[src/rtl/ps2_pkg.sv]
// Shared types, constants and scan-code translation for the PS/2 keyboard receiver.
package ps2_pkg;

  typedef enum logic [1:0] {
    ST_IDLE   = 2'd0,
    ST_DATA   = 2'd1,
    ST_PARITY = 2'd2,
    ST_STOP   = 2'd3
  } frame_state_e;

  typedef struct packed {
    logic [7:0] code;
    logic       ext;
    logic       brk;
    logic [7:0] ascii;
  } ps2_event_t;

  localparam logic [7:0] PS2_EXT    = 8'hE0;
  localparam logic [7:0] PS2_BRK    = 8'hF0;
  localparam logic [7:0] PS2_LSHIFT = 8'h12;
  localparam logic [7:0] PS2_RSHIFT = 8'h59;

  // Set-2 scan code to Apple-II ASCII (bit 7 set); 8'h00 for unmapped codes.
  function automatic logic [7:0] ps2_to_ascii(input logic [7:0] code, input logic shifted);
    logic [6:0] ch;
    ch = 7'h00;
    case (code)
      8'h1C: ch = 7'h41;  8'h32: ch = 7'h42;  8'h21: ch = 7'h43;  8'h23: ch = 7'h44;
      8'h24: ch = 7'h45;  8'h2B: ch = 7'h46;  8'h34: ch = 7'h47;  8'h33: ch = 7'h48;
      8'h43: ch = 7'h49;  8'h3B: ch = 7'h4A;  8'h42: ch = 7'h4B;  8'h4B: ch = 7'h4C;
      8'h3A: ch = 7'h4D;  8'h31: ch = 7'h4E;  8'h44: ch = 7'h4F;  8'h4D: ch = 7'h50;
      8'h15: ch = 7'h51;  8'h2D: ch = 7'h52;  8'h1B: ch = 7'h53;  8'h2C: ch = 7'h54;
      8'h3C: ch = 7'h55;  8'h2A: ch = 7'h56;  8'h1D: ch = 7'h57;  8'h22: ch = 7'h58;
      8'h35: ch = 7'h59;  8'h1A: ch = 7'h5A;
      8'h16: ch = shifted ? 7'h21 : 7'h31;
      8'h1E: ch = shifted ? 7'h40 : 7'h32;
      8'h26: ch = shifted ? 7'h23 : 7'h33;
      8'h25: ch = shifted ? 7'h24 : 7'h34;
      8'h2E: ch = shifted ? 7'h25 : 7'h35;
      8'h36: ch = shifted ? 7'h5E : 7'h36;
      8'h3D: ch = shifted ? 7'h26 : 7'h37;
      8'h3E: ch = shifted ? 7'h2A : 7'h38;
      8'h46: ch = shifted ? 7'h28 : 7'h39;
      8'h45: ch = shifted ? 7'h29 : 7'h30;
      8'h29: ch = 7'h20;  8'h5A: ch = 7'h0D;  8'h76: ch = 7'h1B;  8'h66: ch = 7'h08;
      default: ch = 7'h00;
    endcase
    return (ch == 7'h00) ? 8'h00 : {1'b1, ch};
  endfunction

endpackage

[src/rtl/ps2_frame_rx.sv]
// PS/2 pin synchroniser, glitch filter, frame FSM and inter-edge timeout.
// Odd-parity checking is compiled in with PS2_KBD_PARITY_EN.
module ps2_frame_rx
  import ps2_pkg::*;
#(
  parameter int FILT_LEN    = 16,
  parameter int TIMEOUT_CYC = 50000
) (
  input  logic       CLOCK_50,
  input  logic       clr,
  input  logic       PS2_CLK,
  input  logic       PS2_DAT,
  output logic       byte_stb,
  output logic [7:0] byte_data,
  output logic       err_stb
);

  // state     | meaning
  // ST_IDLE   | bus idle, waiting for a start bit (data 0 on fall)
  // ST_DATA   | shifting in 8 data bits, LSB first
  // ST_PARITY | sampling the parity bit
  // ST_STOP   | sampling the stop bit and judging the frame

  localparam int TW = $clog2(TIMEOUT_CYC + 1);

  logic [1:0]          clk_sync, dat_sync;
  logic [FILT_LEN-1:0] clk_sr, dat_sr;
  logic                clk_filt, clk_filt_d, dat_filt, fall;
  frame_state_e        state, state_nx;
  logic [2:0]          bit_cnt, bit_cnt_nx;
  logic [7:0]          shreg, shreg_nx;
  logic [TW-1:0]       tmr;
  logic                timeout, good, byte_nx, err_nx;
`ifdef PS2_KBD_PARITY_EN
  logic                par, par_nx;
`endif

  always_ff @(posedge CLOCK_50) begin
    if (clr) begin
      clk_sync   <= '1;
      dat_sync   <= '1;
      clk_sr     <= '1;
      dat_sr     <= '1;
      clk_filt   <= 1'b1;
      clk_filt_d <= 1'b1;
      dat_filt   <= 1'b1;
    end else begin
      clk_sync   <= {clk_sync[0], PS2_CLK};
      dat_sync   <= {dat_sync[0], PS2_DAT};
      clk_sr     <= {clk_sr[FILT_LEN-2:0], clk_sync[1]};
      dat_sr     <= {dat_sr[FILT_LEN-2:0], dat_sync[1]};
      if (&clk_sr)       clk_filt <= 1'b1;
      else if (~|clk_sr) clk_filt <= 1'b0;
      if (&dat_sr)       dat_filt <= 1'b1;
      else if (~|dat_sr) dat_filt <= 1'b0;
      clk_filt_d <= clk_filt;
    end
  end

  assign fall = clk_filt_d & ~clk_filt;

  // Reloaded on every fall; reaching zero outside IDLE means the keyboard stalled.
  always_ff @(posedge CLOCK_50) begin
    if (clr)              tmr <= '0;
    else if (fall)        tmr <= TW'(TIMEOUT_CYC);
    else if (tmr != '0)   tmr <= tmr - 1'b1;
  end

  assign timeout = (state != ST_IDLE) && (tmr == '0);

`ifdef PS2_KBD_PARITY_EN
  assign good = dat_filt & (^{par, shreg});
`else
  assign good = dat_filt;
`endif

  always_comb begin
    state_nx   = state;
    bit_cnt_nx = bit_cnt;
    shreg_nx   = shreg;
    byte_nx    = 1'b0;
    err_nx     = 1'b0;
`ifdef PS2_KBD_PARITY_EN
    par_nx     = par;
`endif
    if (timeout) begin
      state_nx = ST_IDLE;
      err_nx   = 1'b1;
    end else if (fall) begin
      case (state)
        ST_IDLE: if (!dat_filt) begin
          state_nx   = ST_DATA;
          bit_cnt_nx = 3'd0;
        end
        ST_DATA: begin
          shreg_nx   = {dat_filt, shreg[7:1]};
          bit_cnt_nx = bit_cnt + 3'd1;
          if (bit_cnt == 3'd7) state_nx = ST_PARITY;
        end
        ST_PARITY: begin
`ifdef PS2_KBD_PARITY_EN
          par_nx   = dat_filt;
`endif
          state_nx = ST_STOP;
        end
        ST_STOP: begin
          state_nx = ST_IDLE;
          if (good) byte_nx = 1'b1;
          else      err_nx  = 1'b1;
        end
        default: state_nx = ST_IDLE;
      endcase
    end
  end

  always_ff @(posedge CLOCK_50) begin
    if (clr) begin
      state    <= ST_IDLE;
      bit_cnt  <= 3'd0;
      shreg    <= 8'h00;
      byte_stb <= 1'b0;
      err_stb  <= 1'b0;
`ifdef PS2_KBD_PARITY_EN
      par      <= 1'b0;
`endif
    end else begin
      state    <= state_nx;
      bit_cnt  <= bit_cnt_nx;
      shreg    <= shreg_nx;
      byte_stb <= byte_nx;
      err_stb  <= err_nx;
`ifdef PS2_KBD_PARITY_EN
      par      <= par_nx;
`endif
    end
  end

  // shreg is frozen in IDLE, so it is valid while byte_stb is high.
  assign byte_data = shreg;

endmodule

[src/rtl/ps2_kbd_rx.sv]
// PS/2 keyboard receiver top: prefix decoding, shift tracking, ASCII lookup and event FIFO.
// Parity checking in the frame receiver is enabled by defining PS2_KBD_PARITY_EN.
module ps2_kbd_rx
  import ps2_pkg::*;
#(
  parameter int FILT_LEN    = 16,
  parameter int TIMEOUT_CYC = 50000,
  parameter int FIFO_DEPTH  = 8
) (
  input  logic       CLOCK_50,
  input  logic       clr,
  input  logic       PS2_CLK,
  input  logic       PS2_DAT,
  output logic       ev_valid,
  input  logic       ev_ready,
  output logic [7:0] ev_code,
  output logic       ev_ext,
  output logic       ev_brk,
  output logic [7:0] ev_ascii,
  output logic       ovf,
  output logic [7:0] err_cnt
);

  localparam int AW = $clog2(FIFO_DEPTH);

  logic          byte_stb, err_stb;
  logic [7:0]    byte_data;
  logic          ext_p, brk_p, shift_l, shift_r;
  logic          push, pop, full, wr_en;
  logic [AW:0]   count;
  logic [AW-1:0] wr_ptr, rd_ptr;
  ps2_event_t    ev_new, head;
  ps2_event_t    mem [FIFO_DEPTH];

  ps2_frame_rx #(
    .FILT_LEN    (FILT_LEN),
    .TIMEOUT_CYC (TIMEOUT_CYC)
  ) u_frame (
    .CLOCK_50  (CLOCK_50),
    .clr       (clr),
    .PS2_CLK   (PS2_CLK),
    .PS2_DAT   (PS2_DAT),
    .byte_stb  (byte_stb),
    .byte_data (byte_data),
    .err_stb   (err_stb)
  );

  assign push = byte_stb && (byte_data != PS2_EXT) && (byte_data != PS2_BRK);

  always_comb begin
    ev_new.code  = byte_data;
    ev_new.ext   = ext_p;
    ev_new.brk   = brk_p;
    ev_new.ascii = (ext_p | brk_p) ? 8'h00 : ps2_to_ascii(byte_data, shift_l | shift_r);
  end

  always_ff @(posedge CLOCK_50) begin
    if (clr) begin
      ext_p   <= 1'b0;
      brk_p   <= 1'b0;
      shift_l <= 1'b0;
      shift_r <= 1'b0;
    end else if (byte_stb) begin
      if (byte_data == PS2_EXT)      ext_p <= 1'b1;
      else if (byte_data == PS2_BRK) brk_p <= 1'b1;
      else begin
        ext_p <= 1'b0;
        brk_p <= 1'b0;
        if (byte_data == PS2_LSHIFT) shift_l <= ~brk_p;
        if (byte_data == PS2_RSHIFT) shift_r <= ~brk_p;
      end
    end
  end

  always_ff @(posedge CLOCK_50) begin
    if (clr)                                err_cnt <= 8'h00;
    else if (err_stb && err_cnt != 8'hFF)   err_cnt <= err_cnt + 8'd1;
  end

  assign ev_valid = (count != '0);
  assign full     = (count == (AW+1)'(FIFO_DEPTH));
  assign pop      = ev_valid & ev_ready;
  // A pop in the same cycle frees the slot, so a push while full still lands.
  assign wr_en    = push & (~full | pop);

  always_ff @(posedge CLOCK_50) begin
    if (clr) begin
      wr_ptr <= '0;
      rd_ptr <= '0;
      count  <= '0;
      ovf    <= 1'b0;
    end else begin
      if (wr_en) wr_ptr <= wr_ptr + 1'b1;
      if (pop)   rd_ptr <= rd_ptr + 1'b1;
      if (wr_en && !pop)      count <= count + 1'b1;
      else if (!wr_en && pop) count <= count - 1'b1;
      if (push && full && !pop) ovf <= 1'b1;
    end
  end

  always_ff @(posedge CLOCK_50) begin
    if (wr_en) mem[wr_ptr] <= ev_new;
  end

  assign head     = ev_valid ? mem[rd_ptr] : '0;
  assign ev_code  = head.code;
  assign ev_ext   = head.ext;
  assign ev_brk   = head.brk;
  assign ev_ascii = head.ascii;

endmodule

[config.mk]
export PLATFORM = sky130hd
export DESIGN_NAME = ps2_kbd_rx
export DESIGN_NICKNAME = d
export VERILOG_FILES = /design/src/rtl/ps2_pkg.sv /design/src/rtl/ps2_frame_rx.sv /design/src/rtl/ps2_kbd_rx.sv
export SDC_FILE = /design/constraint.sdc
export NUM_CORES = 1
export LEC_CHECK = 0
export BUFFER_PORTS_ARGS = -buffer_cell sky130_fd_sc_hd__buf_2
export CAP_MARGIN = 30
export CORE_ASPECT_RATIO = 0.75
export CORE_MARGIN = 2
export CORE_UTILIZATION = 50
export CTS_CLUSTER_SIZE = 24
export DETAILED_ROUTE_END_ITERATION = 8
export PLACE_DENSITY_LB_ADDON = 0.15
export SLEW_MARGIN = 10
export SYNTH_ARGS = -nofsm -noshare
export SYNTH_HDL_FRONTEND = slang
export SYNTH_HIERARCHICAL = 1
export SYNTH_SLANG_ARGS = --single-unit
[constraint.sdc]
create_clock -name CLOCK_50 -period 4.1 [get_ports CLOCK_50]
set_input_delay 1.23 -clock CLOCK_50 [delete_from_list [all_inputs] [get_ports CLOCK_50]]
set_output_delay 1.23 -clock CLOCK_50 [all_outputs]
set_load 0.02 [all_outputs]
==> results.cfg, run 1 <==
[synth]
yosysUniqueCellTypes = 74
post_synth_main_area_contributors = edfxtp_1 41%, dfxtp_1 18%, mux4_2 7.8%, mux2i_1 3.0%, or2_2 2.3%
synth_flop_cell = edfxtp_1
yosysWarningCount = 6
postSynthNetCount = 818
yosysTopAreaCell = edfxtp_1
syn_area_per_cell_um2 = 13.07
synthArstFlopShare = 0
flop_and_latch_count_out_of_synthesis = 240
post-synth-top-count-cell = edfxtp_1
yosysTopAreaCellShare = 0.4141
synth.top_cells.by_count = 144 x edfxtp_1, 96 x dfxtp_1, 63 x nor2_1
synth_seq_area_share = 0.5981
postSynthCellCount = 799
syn_area_um2 = 10440
synth-edff-count = 144

[setup_path]
critical_path_peak_fanout = 15
worst_path_arrival_time_ns = 2.41
end_kind = primary output
critPathBufInv = 2
worst_path_largest_cell_delay_ns = 0.69
critPathSlowestCell = dfxtp_2
cp_top_family = flip-flops
critPathKind = reg2out
cp-start-kind = flip-flop
worstPathRequired_ns = 2.87
worstPathCellList = buf_4 > mux4_2 > mux2i_1 > nor2_1 > buf_2

[placed_design]
dp_hpwl_um = 13900
placement.io_buffers = 32
placed_insts = 1090
gp_congestion = 0.8897

[final_layout]
layout-area-overhead-vs-synth_pct = 11.84
layout.core_utilization = 0.5730
fin_cells = 1133
post_route_cells_drive_above_1_share = 0.2221
diodes_inserted = 0
final_net_count = 853

[global_routing]
maximum_number_of_pins_on_one_net_before_global_route_repair = 37
first_pass_grt_wire_length_um = 35540
grt_overflow = 0
via_count_of_the_first_global_routing_pass = 6578
antenna_found_initial = 0
grtUsageTotal = 0.2053

[sta]
clock_skew_ns = 0.007337
final_hold_viol_count = 0
least_margin_pin_slew_ns = 0.8408
final.min_clock_period_ns = 3.645
setup_total_negative_slack_ns = 0
final.period_utilization = 0.8890
rsz0062_at_grt = no
worst_hold_margin_ns = 0.4075
finalMaxSlewViolations = 0
maxSlewHeadroom = 0.4387
report.final.setup_viol = 0
maxClockFrequency_ghz = 0.2744

[clock_network]
htreeDepth = 1
cts_sinks = 240
ctsResizeCount = 0
root_buffer_master = clkbuf_16
clock_tree_from_tritoncts = yes
clockBufferDepth = 3
clk_transition_reported_paths_ns = 0.06
cts_inserted_buffers = 24
cts_hold_repair.buffers = 0
clock_insertion_delay_at_the_later_pin_of_the_skew_report_ns = 0.51
postCtsSetupBuffers = 0

[floorplanning]
placementRows = 45
core_um2 = 20380
design.portCount = 33
dieArea_um2 = 22070
initial_utilization = 0.5123
chipWidth_um = 170.9
die_y_um = 129.2

[detailed_routing]
drt_first_pass_iters = 5
avgRoutedWirePerCell_um = 19.55
drc = 0
antenna_violating_nets_post_route = 0
drt-initial-drc-count = 490
detail_route.vias_per_cell = 5.881
via_count = 6663
postRouteWirelength_um = 22150

[job]
cap_violations = 0

[power]
power_switching_share = 0.2602
vdd_drop_max_uv = 325.7
design_power_total_mw = 5.669
power_frac_seq = 0.479
power.internal_mw = 4.194
total_leakage_power_nw = 4.118
power.switching_mw = 1.475
power_per_cell_area_nw_per_um2 = 485.4
combPwrFrac = 0.159
clockPowerShare = 0.362

[outcome]
status = complete, no violations

[min_path]
worstHoldPathType = reg2reg
[per-layer routing]
layer | global-route usage | part of all wire
met3 | 0.03115 | 0.053
met2 | 0.3325 | 0.46
met1 | 0.2902 | 0.46
met4 | 0.06231 | 0.028
met5 | 0 | 0
[cell type report]
cell class / count / area (um2)
Clock buffer: 39 / 691.9
Clock inverter: 4 / 41.29
Fill cell: 1689 / 8703
Inverter: 14 / 52.55
Multi-Input combinational cell: 497 / 3933
Sequential cell: 240 / 6247
Tap cell: 282 / 352.8
Timing Repair Buffer: 57 / 360.3
[power groups by stage]
stage	logic, mW	registers (mW)	clock network [mW]
after detailed placement	0.907	2.76	0
after global routing	1.00	2.73	2.20
after global placement	0.885	2.76	0
final	0.904	2.71	2.05
after CTS	0.908	2.71	2.11
after floorplan	0.749	2.71	0
[sequential cells by signal, summed over array words and instances (netlist names), 3 cells and up, named ones only]
register / count
mem: 144
u_frame/clk_sr: 16
u_frame/dat_sr: 16
u_frame/tmr: 16
err_cnt: 8
u_frame/byte_data: 8
count: 4
rd_ptr: 3
u_frame/bit_cnt: 3
wr_ptr: 3
[final timing paths]
kind,startpoint,end,slack (ns),cells past startpoint
min reg2reg,u_frame/dat_sync[1]$_SDFF_PP1_,u_frame/dat_sr[0]$_SDFF_PP1_,0.41,1
max,flip-flop,ev_code[6],0.46,5
min,u_frame/dat_sync[1]$_SDFF_PP1_,u_frame/dat_sr[0]$_SDFF_PP1_,0.41,1
max reg2reg,u_frame/byte_data[7]$_SDFFE_PP0P_,count[3]$_SDFFE_PP0P_,0.90,11
[layout by cell type, fill, tap and decap left out, types with 4 or more instances in the layout]
| master | n |
|---|---|
| nor3_2 | 4 |
| or4_1 | 7 |
| nand4_1 | 15 |
| nand3_1 | 19 |
| nand2b_1 | 19 |
| a22oi_1 | 4 |
| nand2_1 | 29 |
| nor2b_1 | 8 |
| mux4_2 | 36 |
| nor2_1 | 63 |
| and3_1 | 7 |
| o22ai_1 | 5 |
| a31oi_1 | 14 |
| or2_2 | 39 |
| o21ai_0 | 15 |
| a32o_1 | 5 |
| nor3b_2 | 4 |
| buf_2 | 32 |
| and4_1 | 5 |
| or3_1 | 4 |
| edfxtp_1 | 144 |
| ha_1 | 13 |
| o211ai_1 | 4 |
| xnor2_1 | 6 |
| buf_4 | 24 |
| nand3b_1 | 5 |
| nor3_1 | 16 |
| clkbuf_1 | 12 |
| inv_1 | 13 |
| mux2i_1 | 31 |
| dfxtp_1 | 95 |
| xor2_1 | 9 |
| nor4_1 | 14 |
| o31ai_1 | 9 |
| clkbuf_16 | 25 |
| a21oi_1 | 34 |
[kinds of logic after synthesis]
| family | after synthesis | synth area share |
|---|---|---|
| XOR/XNOR | 15 | 0.01258 |
| multiplexers | 68 | 0.1084 |
| adder cells (fa/ha/maj) | 14 | 0.01749 |
| buffers and inverters | 62 | 0.02816 |
| flip-flops | 240 | 0.5981 |
| AO/OA/AOI/OAI | 118 | 0.07752 |
| AND/OR/NAND/NOR | 282 | 0.1577 |
[per-stage QoR]
stage / setup slack (ns) / cell area, um2
2_1_floorplan: 0.5530 / 10440
3_3_place_gp: 0.8044 / 10950
3_5_place_dp: 0.7659 / 10950
4_1_cts: 0.3721 / 11680
5_1_grt: 0.2920 / 11680
6_report: 0.4551 / 11680
Note: power is estimated with default switching activity, not from simulation.
==> run 2: changes to the inputs <==
- PLACE_DENSITY_LB_ADDON: 0.15 -> 0.3
- SKIP_LAST_GASP: not set -> 1
==> run 2 against run 1 <==
  * Maximum frequency up 5.1%
  * Hold slack improved by 0.0051 ns
  * Core utilization up 0.44 points
  * Critical endpoint is now ev_brk
==> results.cfg, run 2 (synthesized netlist as in run 1, its figures left out) <==
[power]
power_switching_share = 0.2604
total_leakage_power_nw = 4.166
power.switching_mw = 1.529
design_power_total_mw = 5.873
combPwrFrac = 0.159
power.internal_mw = 4.343
power_per_cell_area_nw_per_um2 = 499.0
vdd_drop_max_uv = 305.5
clockPowerShare = 0.383
power_frac_seq = 0.458

[placed_design]
dp_hpwl_um = 13750
placement.io_buffers = 32
gp_congestion = 0.9019
postPlaceCellArea_um2 = 10950

[sta]
maxClockFrequency_ghz = 0.2883
finalMaxSlewViolations = 0
maxSlewHeadroom = 0.4606
final.min_clock_period_ns = 3.469
worst_hold_margin_ns = 0.4126
clock_skew_ns = 0.01458
setup_total_negative_slack_ns = 0
final_hold_viol_count = 0
final.period_utilization = 0.8460
report.final.setup_viol = 0
rsz0062_at_grt = no
least_margin_pin_slew_ns = 0.8075

[detailed_routing]
drt_first_pass_iters = 6
postRouteWirelength_um = 22120
drt-initial-drc-count = 658
via_count = 6660
detail_route.vias_per_cell = 5.873
avgRoutedWirePerCell_um = 19.51
drc = 0
antenna_violating_nets_post_route = 0

[clock_network]
cts_sinks = 240
clockBufferDepth = 3
clock_tree_from_tritoncts = yes
cts_inserted_buffers = 24
clock_insertion_delay_at_the_later_pin_of_the_skew_report_ns = 0.51
root_buffer_master = clkbuf_16
ctsResizeCount = 0
htreeDepth = 1
clk_transition_reported_paths_ns = 0.06
cts_hold_repair.buffers = 0
postCtsSetupBuffers = 0

[setup_path]
reg2reg_from = u_frame/byte_data[4]$_SDFFE_PP0P_
critPathKind = reg2out
critPathBufInv = 2
end_kind = primary output
critPathSlowestCell = mux4_2
worstPathRequired_ns = 2.87
cp_top_family = multiplexers
worst_path_arrival_time_ns = 2.24
critical_path_peak_fanout = 32
worst_path_largest_cell_delay_ns = 0.55
timing.reg2reg.worst_path_depth = 6
r2r_end = mem[5][1]$_DFFE_PP_
setup.reg_to_reg.worst_slack_ns = 1.20
worstPathCellList = buf_12 > mux4_2 > mux2i_1 > nor2_1 > buf_2
cp-start-kind = flip-flop

[min_path]
hold-path-cell-count = 1
hold_start = u_frame/clk_sync[0]$_SDFF_PP1_
worstHoldPathType = reg2reg
hold_end = u_frame/clk_sync[1]$_SDFF_PP1_

[global_routing]
first_pass_grt_wire_length_um = 35400
via_count_of_the_first_global_routing_pass = 6618
grtUsageTotal = 0.2046
antenna_found_initial = 0
grt_overflow = 0
maximum_number_of_pins_on_one_net_before_global_route_repair = 56

[floorplanning]
core_um2 = 20380
initial_utilization = 0.5123
design.portCount = 33
chipWidth_um = 170.9
placementRows = 45
dieArea_um2 = 22070
die_y_um = 129.2

[final_layout]
layout-area-overhead-vs-synth_pct = 12.70
final_common_cell = edfxtp_1
fin_area_um2 = 11770
diodes_inserted = 0
mostFrequentLayoutCells = 144 x edfxtp_1, 95 x dfxtp_1, 63 x nor2_1, 39 x or2_2, 36 x mux4_2
largest_reg_flops = 144
post_route_cells_drive_above_1_share = 0.2324
max_flop_register = mem
final_net_count = 854
filler_cell_count = 1641
layout.core_utilization = 0.5774

[outcome]
status = complete, no violations

[job]
cap_violations = 0
## run 2: cell count changes in the layout (fill, tap and decap cells not counted), sizes merged
cell / delta
clkbuf: -11
clkinv: +6
bufinv: +3
clkinvlp: +2
buf: +1
## run 2: final cells by class
class	count	area, um2	share of cell area
Clock buffer	28	636.9	0.05411
Clock inverter	15	178.9	0.01520
Inverter	14	52.55	0.004465
Multi-Input combinational cell	497	3933	0.3341
Sequential cell	240	6247	0.5308
Tap cell	282	352.8	0.02998
Timing Repair Buffer	58	367.9	0.03126
## run 2: power groups by stage
stage / logic (mW) / registers [mW] / clock network, mW
floorplan: 0.749 / 2.71 / 0
global placement: 0.894 / 2.74 / 0
detailed placement: 0.929 / 2.74 / 0
CTS: 0.933 / 2.69 / 2.30
global route: 1.02 / 2.70 / 2.38
finish: 0.933 / 2.69 / 2.25
## run 2: per-layer routing
layer | up-vias | global-route usage | wire length (um)
li1 | 3138 | - | -
met1 | 3294 | 0.2739 | 9914
met3 | 40 | 0.04093 | 1197
met2 | 188 | 0.3389 | 10360
met4 | 0 | 0.06780 | 647
met5 | - | 0 | 0
## run 2: worst max path at each step
| stage | from | endpoint | slack, ns | cells after the start |
|---|---|---|---|---|
| 4_1_cts | flip-flop | ev_code[7] | 0.57 | 5 |
| 6_report | flip-flop | ev_brk | 0.63 | 5 |
| 5_1_grt | flip-flop | ev_code[3] | 0.50 | 5 |
| 3_5_place_dp | ev_ready | count[3]$_SDFFE_PP0P_ | 0.74 | 11 |
| 2_1_floorplan | ev_ready | mem[4][0]$_DFFE_PP_ | 0.55 | 5 |
| 3_3_place_gp | ev_ready | count[3]$_SDFFE_PP0P_ | 0.82 | 11 |
## run 2: metrics by stage
| step | cells | setup slack [ns] |
|---|---|---|
| 2_1_floorplan | 799 | 0.5530 |
| 3_3_place_gp | 1091 | 0.8242 |
| 3_5_place_dp | 1091 | 0.7388 |
| 4_1_cts | 1134 | 0.5698 |
| 5_1_grt | 1134 | 0.4987 |
| 6_report | 1134 | 0.6312 |
